<file path="config.mk">
export PLATFORM = sky130hd
export DESIGN_NAME = gnn_layer_seq_flat
export DESIGN_NICKNAME = d
export VERILOG_FILES = /design/src/rtl/gnn_layer_seq_if.sv /design/src/rtl/gnn_layer_seq.sv /design/src/flat_wrapper.sv
export SDC_FILE = /design/constraint.sdc
export NUM_CORES = 1
export LEC_CHECK = 0
export BUFFER_PORTS_ARGS = -buffer_cell sky130_fd_sc_hd__clkbuf_2
export CAP_MARGIN = 20
export CORE_MARGIN = 2
export CORE_UTILIZATION = 60
export CTS_CLUSTER_SIZE = 8
export DETAILED_ROUTE_END_ITERATION = 6
export PLACE_DENSITY = 0.89
export SLEW_MARGIN = 20
export SYNTH_ARGS = -nofsm -noshare
export SYNTH_HDL_FRONTEND = slang
export SYNTH_SLANG_ARGS = --single-unit
export TNS_END_PERCENT = 30
</file>
<file path="constraint.sdc">
create_clock -name clk -period 10.2 [get_ports clk]
set_clock_uncertainty 0.15 [all_clocks]
set_input_delay 0.51 -clock clk [delete_from_list [all_inputs] [get_ports clk]]
set_output_delay 0.51 -clock clk [all_outputs]
set_load 0.01 [all_outputs]
</file>
<file path="src/rtl/gnn_layer_seq_if.sv">
// Handshake and data bundle for the time-multiplexed GNN layer engine.
// The producer/consumer side uses the master modport; the engine uses slave.
interface gnn_layer_seq_if #(
    parameter int N_NODES = 4,
    parameter int N_FEAT  = 4,
    parameter int N_OUT   = 2,
    parameter int DW      = 5
);
    localparam int AGW = DW + $clog2(N_NODES + 1);
    localparam int OW  = AGW + DW + $clog2(N_FEAT + 1);

    logic                            in_valid;
    logic                            in_ready;
    logic [N_NODES*N_FEAT*DW-1:0]    x_in;
    logic [N_NODES*N_NODES-1:0]      adj_in;
    logic [N_FEAT*N_OUT*DW-1:0]      w_in;
    logic                            relu_en;
    logic                            out_valid;
    logic                            out_ready;
    logic [N_NODES*N_OUT*OW-1:0]     y_out;
    logic                            busy;

    modport master (
        output in_valid, x_in, adj_in, w_in, relu_en, out_ready,
        input  in_ready, out_valid, y_out, busy
    );

    modport slave (
        input  in_valid, x_in, adj_in, w_in, relu_en, out_ready,
        output in_ready, out_valid, y_out, busy
    );
endinterface

</file>
<file path="src/rtl/gnn_layer_seq.sv">
// Single-layer GNN engine: captures a graph bundle, aggregates neighbour
// features one node per cycle, then evaluates the shared linear layer one
// (node, output) pair per cycle and holds the results under out_valid/out_ready.
module gnn_layer_seq #(
    parameter int N_NODES = 4,
    parameter int N_FEAT  = 4,
    parameter int N_OUT   = 2,
    parameter int DW      = 5
) (
    input  logic            clk,
    input  logic            rst_n,
    gnn_layer_seq_if.slave  bus
);
    localparam int AGW = DW + $clog2(N_NODES + 1);
    localparam int OW  = AGW + DW + $clog2(N_FEAT + 1);
    localparam int NW  = (N_NODES > 1) ? $clog2(N_NODES) : 1;
    localparam int OCW = (N_OUT > 1) ? $clog2(N_OUT) : 1;
    localparam int XW  = N_NODES * N_FEAT * DW;
    localparam int WW  = N_FEAT * N_OUT * DW;
    localparam int AW  = N_NODES * N_NODES;
    localparam int YW  = N_NODES * N_OUT * OW;

    typedef enum logic [1:0] {
        IDLE = 2'd0,
        AGG  = 2'd1,
        MAC  = 2'd2,
        DONE = 2'd3
    } state_t;

    // Control state
    state_t          state_q;
    logic [NW-1:0]   node_q;
    logic [OCW-1:0]  outi_q;
    logic            out_valid_q;

    // Captured bundle, aggregates and results
    logic [XW-1:0]             x_q;
    logic [AW-1:0]             adj_q;
    logic [WW-1:0]             w_q;
    logic                      relu_q;
    logic signed [AGW-1:0]     agg_q [N_NODES][N_FEAT];
    logic [YW-1:0]             y_q;

    // Combinational datapath results for the current step
    logic [N_NODES-1:0]        adj_row_d;
    logic signed [AGW-1:0]     agg_row_d [N_FEAT];
    logic signed [AGW-1:0]     agg_sel_d [N_FEAT];
    logic [DW-1:0]             w_col_d   [N_FEAT];
    logic signed [OW-1:0]      mac_d;
    logic signed [OW-1:0]      y_pair_d;

    logic accept;
    logic last_node;
    logic last_out;

    // Sign-extend a raw DW-bit feature to aggregate width.
    function automatic logic signed [AGW-1:0] sext_feat(input logic [DW-1:0] v);
        return {{(AGW-DW){v[DW-1]}}, v};
    endfunction

    // One aggregate*weight product at full output precision.
    function automatic logic signed [OW-1:0] mul_term(input logic signed [AGW-1:0] a,
                                                      input logic [DW-1:0] w);
        logic signed [OW-1:0] ae;
        logic signed [OW-1:0] we;
        ae = {{(OW-AGW){a[AGW-1]}}, a};
        we = {{(OW-DW){w[DW-1]}}, w};
        return ae * we;
    endfunction

    // Optional ReLU clamp; the output width never overflows so no saturation.
    function automatic logic signed [OW-1:0] apply_relu(input logic signed [OW-1:0] v,
                                                        input logic en);
        return (en && v[OW-1]) ? '0 : v;
    endfunction

    assign accept    = bus.in_valid && (state_q == IDLE);
    assign last_node = (node_q == NW'(N_NODES - 1));
    assign last_out  = (outi_q == OCW'(N_OUT - 1));

    assign bus.in_ready  = (state_q == IDLE);
    assign bus.busy      = (state_q != IDLE);
    assign bus.out_valid = out_valid_q;
    assign bus.y_out     = y_q;

    // Aggregate of the current node's neighbours plus operand selection for the MAC pair.
    always_comb begin
        adj_row_d = '0;
        for (int i = 0; i < N_NODES; i++) begin
            if (node_q == NW'(i)) adj_row_d = adj_q[i*N_NODES +: N_NODES];
        end
        for (int f = 0; f < N_FEAT; f++) begin
            agg_row_d[f] = '0;
            agg_sel_d[f] = '0;
            w_col_d[f]   = '0;
        end
        for (int f = 0; f < N_FEAT; f++) begin
            for (int j = 0; j < N_NODES; j++) begin
                if (adj_row_d[j]) agg_row_d[f] = agg_row_d[f] + sext_feat(x_q[(j*N_FEAT+f)*DW +: DW]);
            end
            for (int i = 0; i < N_NODES; i++) begin
                if (node_q == NW'(i)) agg_sel_d[f] = agg_q[i][f];
            end
            for (int o = 0; o < N_OUT; o++) begin
                if (outi_q == OCW'(o)) w_col_d[f] = w_q[(f*N_OUT+o)*DW +: DW];
            end
        end
        mac_d = '0;
        for (int f = 0; f < N_FEAT; f++) begin
            mac_d = mac_d + mul_term(agg_sel_d[f], w_col_d[f]);
        end
        y_pair_d = apply_relu(mac_d, relu_q);
    end

    // Sequencer: IDLE -> AGG (one node/cycle) -> MAC (one pair/cycle) -> DONE.
    always_ff @(posedge clk or negedge rst_n) begin
        if (!rst_n) begin
            state_q     <= IDLE;
            node_q      <= '0;
            outi_q      <= '0;
            out_valid_q <= 1'b0;
        end else begin
            case (state_q)
                IDLE: begin
                    if (accept) begin
                        state_q <= AGG;
                        node_q  <= '0;
                        outi_q  <= '0;
                    end
                end
                AGG: begin
                    if (last_node) begin
                        state_q <= MAC;
                        node_q  <= '0;
                        outi_q  <= '0;
                    end else begin
                        node_q <= node_q + NW'(1);
                    end
                end
                MAC: begin
                    if (last_out) begin
                        outi_q <= '0;
                        if (last_node) begin
                            state_q     <= DONE;
                            node_q      <= '0;
                            out_valid_q <= 1'b1;
                        end else begin
                            node_q <= node_q + NW'(1);
                        end
                    end else begin
                        outi_q <= outi_q + OCW'(1);
                    end
                end
                DONE: begin
                    if (bus.out_ready) begin
                        state_q     <= IDLE;
                        out_valid_q <= 1'b0;
                    end
                end
                default: state_q <= IDLE;
            endcase
        end
    end

    // Capture on accept, write one aggregate row in AGG and one result in MAC.
    always_ff @(posedge clk or negedge rst_n) begin
        if (!rst_n) begin
            x_q    <= '0;
            adj_q  <= '0;
            w_q    <= '0;
            relu_q <= 1'b0;
            y_q    <= '0;
            for (int i = 0; i < N_NODES; i++) begin
                for (int f = 0; f < N_FEAT; f++) begin
                    agg_q[i][f] <= '0;
                end
            end
        end else begin
            if (accept) begin
                x_q    <= bus.x_in;
                adj_q  <= bus.adj_in;
                w_q    <= bus.w_in;
                relu_q <= bus.relu_en;
                y_q    <= '0;
            end
            if (state_q == AGG) begin
                for (int i = 0; i < N_NODES; i++) begin
                    if (node_q == NW'(i)) begin
                        for (int f = 0; f < N_FEAT; f++) begin
                            agg_q[i][f] <= agg_row_d[f];
                        end
                    end
                end
            end
            if (state_q == MAC) begin
                for (int n = 0; n < N_NODES; n++) begin
                    for (int o = 0; o < N_OUT; o++) begin
                        if (node_q == NW'(n) && outi_q == OCW'(o)) begin
                            y_q[(n*N_OUT+o)*OW +: OW] <= y_pair_d;
                        end
                    end
                end
            end
        end
    end
endmodule

</file>
<file path="src/flat_wrapper.sv">
// flat-port wrapper written by rule: the top's interface ports become plain ports
module gnn_layer_seq_flat 
#(
    parameter int N_NODES = 4,
    parameter int N_FEAT  = 4,
    parameter int N_OUT   = 2,
    parameter int DW      = 5
)
  (clk, rst_n, bus_in_valid, bus_x_in, bus_adj_in, bus_w_in, bus_relu_en, bus_out_ready, bus_in_ready, bus_out_valid, bus_y_out, bus_busy);
  gnn_layer_seq_if #(.N_NODES(N_NODES), .N_FEAT(N_FEAT), .N_OUT(N_OUT), .DW(DW)) bus_i ();
  input  logic clk;
  input  logic rst_n;
  input wire logic [$bits(bus_i.in_valid)-1:0] bus_in_valid;
  input wire logic [$bits(bus_i.x_in)-1:0] bus_x_in;
  input wire logic [$bits(bus_i.adj_in)-1:0] bus_adj_in;
  input wire logic [$bits(bus_i.w_in)-1:0] bus_w_in;
  input wire logic [$bits(bus_i.relu_en)-1:0] bus_relu_en;
  input wire logic [$bits(bus_i.out_ready)-1:0] bus_out_ready;
  output wire logic [$bits(bus_i.in_ready)-1:0] bus_in_ready;
  output wire logic [$bits(bus_i.out_valid)-1:0] bus_out_valid;
  output wire logic [$bits(bus_i.y_out)-1:0] bus_y_out;
  output wire logic [$bits(bus_i.busy)-1:0] bus_busy;
  assign bus_i.in_valid = bus_in_valid;
  assign bus_i.x_in = bus_x_in;
  assign bus_i.adj_in = bus_adj_in;
  assign bus_i.w_in = bus_w_in;
  assign bus_i.relu_en = bus_relu_en;
  assign bus_i.out_ready = bus_out_ready;
  assign bus_in_ready = bus_i.in_ready;
  assign bus_out_valid = bus_i.out_valid;
  assign bus_y_out = bus_i.y_out;
  assign bus_busy = bus_i.busy;
  gnn_layer_seq #(.N_NODES(N_NODES), .N_FEAT(N_FEAT), .N_OUT(N_OUT), .DW(DW)) u_core (.clk(clk), .rst_n(rst_n), .bus(bus_i));
endmodule
</file>
==> results of run 1 <==
## layer usage
metal / vias up / wire [um] / track usage [%]
li1: 10660 / - / -
met1: 11560 / 29130 / 40.45
met2: 1347 / 37730 / 57.67
met3: 382 / 5862 / 5.920
met4: 2 / 5683 / 21.05
met5: - / 14 / 0
## final cells by class
class | instances | area share, %
repair buffers | 428 | 9.124
flip-flops and latches | 399 | 31.55
multi-input cells | 2204 | 49.32
clock buffers | 60 | 4.506
clock inverters | 4 | 0.2925
inverters | 239 | 2.834
diodes | 5 | 0.03953
well taps | 592 | 2.340
## cell families (layout without fill, tap and decap cells)
family | after synthesis | in the layout | share of synthesized area [%]
multiplexers | 95 | 95 | 3.765
buffers and inverters | 373 | 731 | 5.315
flip-flops | 399 | 399 | 37.04
AO/OA/AOI/OAI | 642 | 642 | 14.98
AND/OR/NAND/NOR | 1039 | 1039 | 16.46
XOR/XNOR | 102 | 102 | 3.314
adder cells (fa/ha/maj) | 326 | 326 | 19.12
other | 0 | 5 | 0
## critical path: cells and delay by family, from the launching register on
kind	cells	cell delay, ps
adders and majority gates	8	3840
AOI/OAI and AO/OA	12	2440
DFF	1	430
xor gates and xnor gates	1	370
and+or+nand+nor	5	1460
buffers and inverters	4	550
## cell usage in the layout, fill, tap and decap left out, types with 10 or more instances in the layout
cell	n
sky130_fd_sc_hd__a211oi_1	23
sky130_fd_sc_hd__a21o_1	55
sky130_fd_sc_hd__a21oi_1	168
sky130_fd_sc_hd__a22o_1	96
sky130_fd_sc_hd__and2_1	42
sky130_fd_sc_hd__buf_4	24
sky130_fd_sc_hd__clkbuf_16	56
sky130_fd_sc_hd__clkbuf_2	270
sky130_fd_sc_hd__dfrtp_1	399
sky130_fd_sc_hd__dlygate4sd3_1	132
sky130_fd_sc_hd__fa_1	143
sky130_fd_sc_hd__ha_1	180
sky130_fd_sc_hd__inv_1	239
sky130_fd_sc_hd__mux2_2	36
sky130_fd_sc_hd__mux2i_1	48
sky130_fd_sc_hd__nand2_1	621
sky130_fd_sc_hd__nand2b_1	16
sky130_fd_sc_hd__nand3_1	39
sky130_fd_sc_hd__nand3b_1	29
sky130_fd_sc_hd__nor2_1	204
sky130_fd_sc_hd__nor2b_1	16
sky130_fd_sc_hd__nor3_1	21
sky130_fd_sc_hd__o2111ai_1	10
sky130_fd_sc_hd__o21a_1	18
sky130_fd_sc_hd__o21ai_0	188
sky130_fd_sc_hd__o21ai_1	29
sky130_fd_sc_hd__or2_2	13
sky130_fd_sc_hd__or4_1	10
sky130_fd_sc_hd__xnor2_1	76
sky130_fd_sc_hd__xor2_1	24
## registers in the layout (all words and copies together), names as in the netlist
name and count:
u_core.bus.out_valid 1, u_core.state_q 2, u_core.w_q 40, u_core.adj_q 16, u_core.agg_q 128, u_core.bus.y_out 128, u_core.x_q 80, u_core.node_q 2
u_core.relu_q 1, u_core.last_out 1
## path summary, 6_finish.rpt
path	start	to
setup / recovery	u_core.node_q[0]	u_core.bus.y_out[94]
hold reg to reg	u_core.x_q[10]	u_core.x_q[10]
min in group asynchronous	rst_n	u_core.bus.y_out[86]
setup reg to reg	u_core.node_q[0]	u_core.bus.y_out[94]
hold / removal	bus_w_in[34]	u_core.w_q[34]
max in group asynchronous	rst_n	u_core.w_q[28]
## metrics by stage
stage | worst slack [ps] | util, % | instance area (um2) | std cells | hold slack, ps
3_5_place_dp | 1134 | 64.94 | 28780 | 3730 | 305.0
4_1_cts | 1024 | 71.34 | 31620 | 3926 | 2.548
3_3_place_gp | 1350 | 64.92 | 28770 | 3730 | 302.5
6_report | 857.7 | 71.42 | 31650 | 3931 | 0.03697
5_1_grt | 279.1 | 71.41 | 31650 | 3930 | 6.006
2_1_floorplan | 2277 | - | 26950 | 2976 | 64.41
==> summary.md, run 1 <==
| Metric | Value |
|---|---|
| Die X-Extent | about 220 um |
| Final cycle utilization of the critical path | 91.59% |
| Area added between synthesis and finish | 17.43% |
| Via Count | 23950 |
| Prevailing post-synth register cell | sky130_fd_sc_hd__dfrtp_1 |
| Sink Count | 399 |
| Overflow left after global routing | 0 |
| TritonCTS clock tree | built |
| Number of fill cells in the layout | 2886 |
| Post-CTS Setup Bufs | 0 |
| Initial Utilization | 60.82% |
| Io pins | 272 |
| Worst rel slew slack | 12.60% |
| Max Buffers Root-to-Sink | 3 |
| Die Ht | 216.0 um |
| Synthesized area | roughly 27000 um2 |
| Multi-input gate area | 15610 um2 |
| Total wire length after detailed routing | about 78000 um |
| Post-cts gate resize count | 0 |
| Measured slew at the worst slew-check pin | 1302 ps |
| DRT iter0 DRCs | 2112 |
| Share of the synthesized area in the top cell type | 37.04% |
| DR vias/cell | 6.092 |
| Number of flops mapped to enable cells by yosys | 0 |
| Final Hold Violating Endpoints | 0 |
| Pin count of the biggest net entering global routing | 178 |
| Maximum fanout encountered on the critical timing path | 15 |
| Number of nets produced by synthesis | 3443 |
| Storage cell area | 9985 um2 |
| Pins over their slew limit | 0 |
| Top cells by instance count after synthesis | sky130_fd_sc_hd__nand2_1 (622), sky130_fd_sc_hd__dfrtp_1 (399), sky130_fd_sc_hd__inv_1 (239) |
| Worst hold path cell count | 3 |
| Placeable core region | around 44000 um2 |
| Max Cap Violations | 0 |
| H-tree levels | 2 |
| DP HPWL | between 40000 and 50000 um |
| Cell seen most often among critical-path stages | sky130_fd_sc_hd__fa_1 |
| Std cell rows | 77 |
| Antenna violations before repair | 5 |
| Status | complete, no violations |
| Path depth of the worst reg2reg path | 30 |
| Count of buffers inserted at the top-level ports | 271 |
| Ratio of cells with drive above 1 in the final layout | 13.02% |
| RSZ-0062 raised after global routing | false |
| Startpoint kind of the worst setup timing path | flip-flop |
| Number of routed nets with antenna violations | 0 |
| Number of warning messages in the yosys log | 0 |
| Hold_buf cts | around 130 |
| Time the worst path needs with I/O delays and setup | between 9000 and 10000 ps |
| Cts bufs inserted | 56 |
| Most frequently used cell type in the post-synthesis netlist | sky130_fd_sc_hd__nand2_1 |
| Type of the worst setup path | reg -> reg |
| Total Die Area | 46640 um2 |
| Clock latency at the later pin of the worst-skew pair | 630 ps |
| Weighted congestion at the end of routability-driven global placement | 0.9301 |
| Slowest cell on the critical path | sky130_fd_sc_hd__nor2_1 |
| Root buffer selected by CTS | sky130_fd_sc_hd__clkbuf_16 |
| Top cells by area in the synthesized netlist | sky130_fd_sc_hd__dfrtp_1 (37%), sky130_fd_sc_hd__fa_1 (11%), sky130_fd_sc_hd__nand2_1 (8.7%) |
| Biggest cell delay along the critical path | 790 ps |
| Final net count | 3795 |
| DRC violation count after routing | 0 |
| Arrival @ worst endpoint | 9730 ps |
| Netlist cell types | 61 |
| Fraction of the yosys area taken by sequential cells | between 30% and 40% |
| Count of state elements after synthesis | 399 |
| Final sum of negative setup slack | 0 ps |
| All-layer global routing usage | 34.02% |
| Worst min path class | in -> reg |
| Most area-hungry cell type in the Yosys netlist | sky130_fd_sc_hd__dfrtp_1 |
| Routed WL per cell | around 20 um |
| Final count of negative-setup-slack endpoints | 0 |
| Proportion of synthesized flip-flops having asynchronous set or reset | 100.0% |
| Type of destination of the critical path | flip-flop |
| Slack of the worst reg-to-reg path | 860 ps |
| Worst-path clk slew | 60 ps |
| Max Freq | around 0.11 GHz |
| Syn Inst Count | a little under 3000 |
| Global-route wire length before repair | ~130000 um |
| Data required time of the critical path | 10590 ps |
| Average cell area after synthesis | slightly above 9 um2 |
| First-pass detailed-route iteration total | 6 |
| Vias in the first global route | 24410 |
Power of run 1 is not shown: default switching activity piles up to over one toggle a cycle in this logic, so the estimate is an artifact.
==> inputs of run 2 (changes only) <==
REMOVE_ABC_BUFFERS = 1   (was default)
==> run 2 against run 1 <==
Against the previous run: die area stayed put; register-to-register slack worse by 160 ps; largest cell class unchanged; fmax is 1.6% lower.
==> summary.md, run 2 (same netlist as run 1, synthesis figures left out) <==
| Metric | Value |
|---|---|
| Worst min path class | in -> reg |
| Sink Count | 399 (unchanged) |
| Max Buffers Root-to-Sink | 3 (unchanged) |
| RSZ-0062 raised after global routing | false |
| Post-CTS Setup Bufs | 0 (unchanged) |
| Antenna violations before repair | 1 (-4) |
| Type of the worst setup path | reg -> reg |
| Most frequent standard cell in the layout excluding fill and tap cells | sky130_fd_sc_hd__nand2_1 |
| Biggest cell delay along the critical path | 840 ps (+50 ps) |
| Time the worst path needs with I/O delays and setup | 9498 ps (+155.6 ps) |
| Final sum of negative setup slack | 0 ps (unchanged) |
| Pins over their slew limit | 0 (unchanged) |
| Die X-Extent | 216.0 um (unchanged) |
| Post-cts gate resize count | 0 (unchanged) |
| Root buffer selected by CTS | sky130_fd_sc_hd__clkbuf_16 |
| Final net count | 3801 (+0.16%) |
| Cts bufs inserted | 55 (-1.8%) |
| Global-route wire length before repair | 120700 um (-5.1%) |
| Overflow left after global routing | 0 (unchanged) |
| Data required time of the critical path | 10590 ps (about the same) |
| Final count of negative-setup-slack endpoints | 0 (unchanged) |
| Die Ht | 216.0 um (unchanged) |
| Number of routed nets with antenna violations | 0 (unchanged) |
| Initial Utilization | 60.82% (unchanged) |
| DRC violation count after routing | 0 (unchanged) |
| Measured slew at the worst slew-check pin | 1163 ps (-139.1 ps) |
| Type of destination of the critical path | flip-flop |
| Via Count | 23330 (-2.6%) |
| TritonCTS clock tree | built |
| Placeable core region | 44320 um2 (unchanged) |
| Hold_buf cts | 137 (+3.8%) |
| Worst-path clk slew | 50 ps (about the same) |
| Pin count of the biggest net entering global routing | 121 (-32%) |
| Most frequent cells in the layout | sky130_fd_sc_hd__nand2_1 (621), sky130_fd_sc_hd__dfrtp_1 (398), sky130_fd_sc_hd__clkbuf_2 (270) |
| Io pins | 272 (unchanged) |
| Category of cells accounting for the largest share of critical-path delay | adder cells |
| Std cell rows | 77 (unchanged) |
| Cell seen most often among critical-path stages | sky130_fd_sc_hd__fa_1 |
| DRT iter0 DRCs | 2126 (+0.66%) |
| Number of fill cells in the layout | 3057 (+5.9%) |
| Post-place instance area | 28790 um2 (about the same) |
| Weighted congestion at the end of routability-driven global placement | 0.9072 (-2.5%) |
| DR vias/cell | 5.935 (-2.6%) |
| H-tree levels | 2 (unchanged) |
| Area added between synthesis and finish | 17.46% (about the same) |
| First-pass detailed-route iteration total | 5 (-1) |
| Maximum fanout encountered on the critical timing path | 21 (+6) |
| Final cycle utilization of the critical path | 93.12% (+1.5 points) |
| Max Cap Violations | 0 (unchanged) |
| Count of buffers inserted at the top-level ports | 271 (unchanged) |
| Clock latency at the later pin of the worst-skew pair | 620 ps (about the same) |
| Vias in the first global route | 23640 (-3.2%) |
| DP HPWL | 48680 um (-2.1%) |
| Startpoint kind of the worst setup timing path | flip-flop |
| Slowest cell on the critical path | sky130_fd_sc_hd__ha_1 |
| CP bufs+invs | 4 (unchanged) |
| Status | complete, no violations |
| Max Freq | 0.1053 GHz (-1.6%) |
| Arrival @ worst endpoint | 9890 ps (+160 ps) |
| Total wire length after detailed routing | 73990 um (-5.7%) |
| Worst rel slew slack | 22.50% (+9.9 points) |
| Final Hold Violating Endpoints | 0 (unchanged) |
| All-layer global routing usage | 32.00% (-2.0 points) |
| Ratio of cells with drive above 1 in the final layout | 13.01% (about the same) |
| Total Die Area | 46640 um2 (unchanged) |
| Routed WL per cell | 18.82 um (-5.7%) |
| Final std cell area, no fill | 31660 um2 (about the same) |
==> run 2: final cells by class <==
| type | count | area (um2) | area share (%) |
|---|---|---|---|
| Clock inverter | 3 | 80.08 | 0.2529 |
| Timing Repair Buffer | 435 | 2950 | 9.319 |
| Multi-Input combinational cell | 2204 | 15620 | 49.33 |
| Antenna cell | 2 | 5.005 | 0.01581 |
| Inverter | 239 | 897.1 | 2.834 |
| Tap cell | 592 | 740.7 | 2.340 |
| Sequential cell | 399 | 9986 | 31.54 |
| Clock buffer | 57 | 1384 | 4.371 |
==> run 2: tightest hold or removal path: stages <==
cell,delay (ps)
sky130_fd_sc_hd__clkbuf_2,90
sky130_fd_sc_hd__nand2_1,90
sky130_fd_sc_hd__nand2_1,70
==> run 2: worst paths after layout <==
kind | from | endpoint | slack, ps | cells after the start
min | bus_adj_in[0] | u_core.adj_q[0] | 40 | 3
max | u_core.node_q[0] | u_core.bus.y_out[86] | 700 | 30
min reg2reg | u_core.x_q[8] | u_core.x_q[8] | 320 | 2
max in group asynchronous | rst_n | u_core.agg_q[42] | 7130 | 4
min in group asynchronous | rst_n | u_core.bus.y_out[93] | 440 | 2
max reg2reg | u_core.node_q[0] | u_core.bus.y_out[86] | 700 | 30
==> run 2: through the flow <==
stage                     utilization [%]  cells  hold WS [ps]  setup slack (ps)
after floorplan                         -   2842         64.41              1615
after global placement              64.95   3731         299.9              1373
after detailed placement            64.95   3731         305.0              1000
after CTS                           71.35   3928         44.36             973.7
after global routing                71.43   3930         47.15             214.9
final                               71.44   3931         39.64             702.2
==> run 2: routing by layer <==
metal  GRT usage, %  vias to the layer above  part of all wire [%]
met4          14.11                        0                   4.4
met1          40.23                    11360                    40
met3          4.510                      249                   6.4
li1               -                    10620                     -
met5              0                        -                     0
met2          55.23                     1096                    50
Power of run 2 is left out for the same reason.
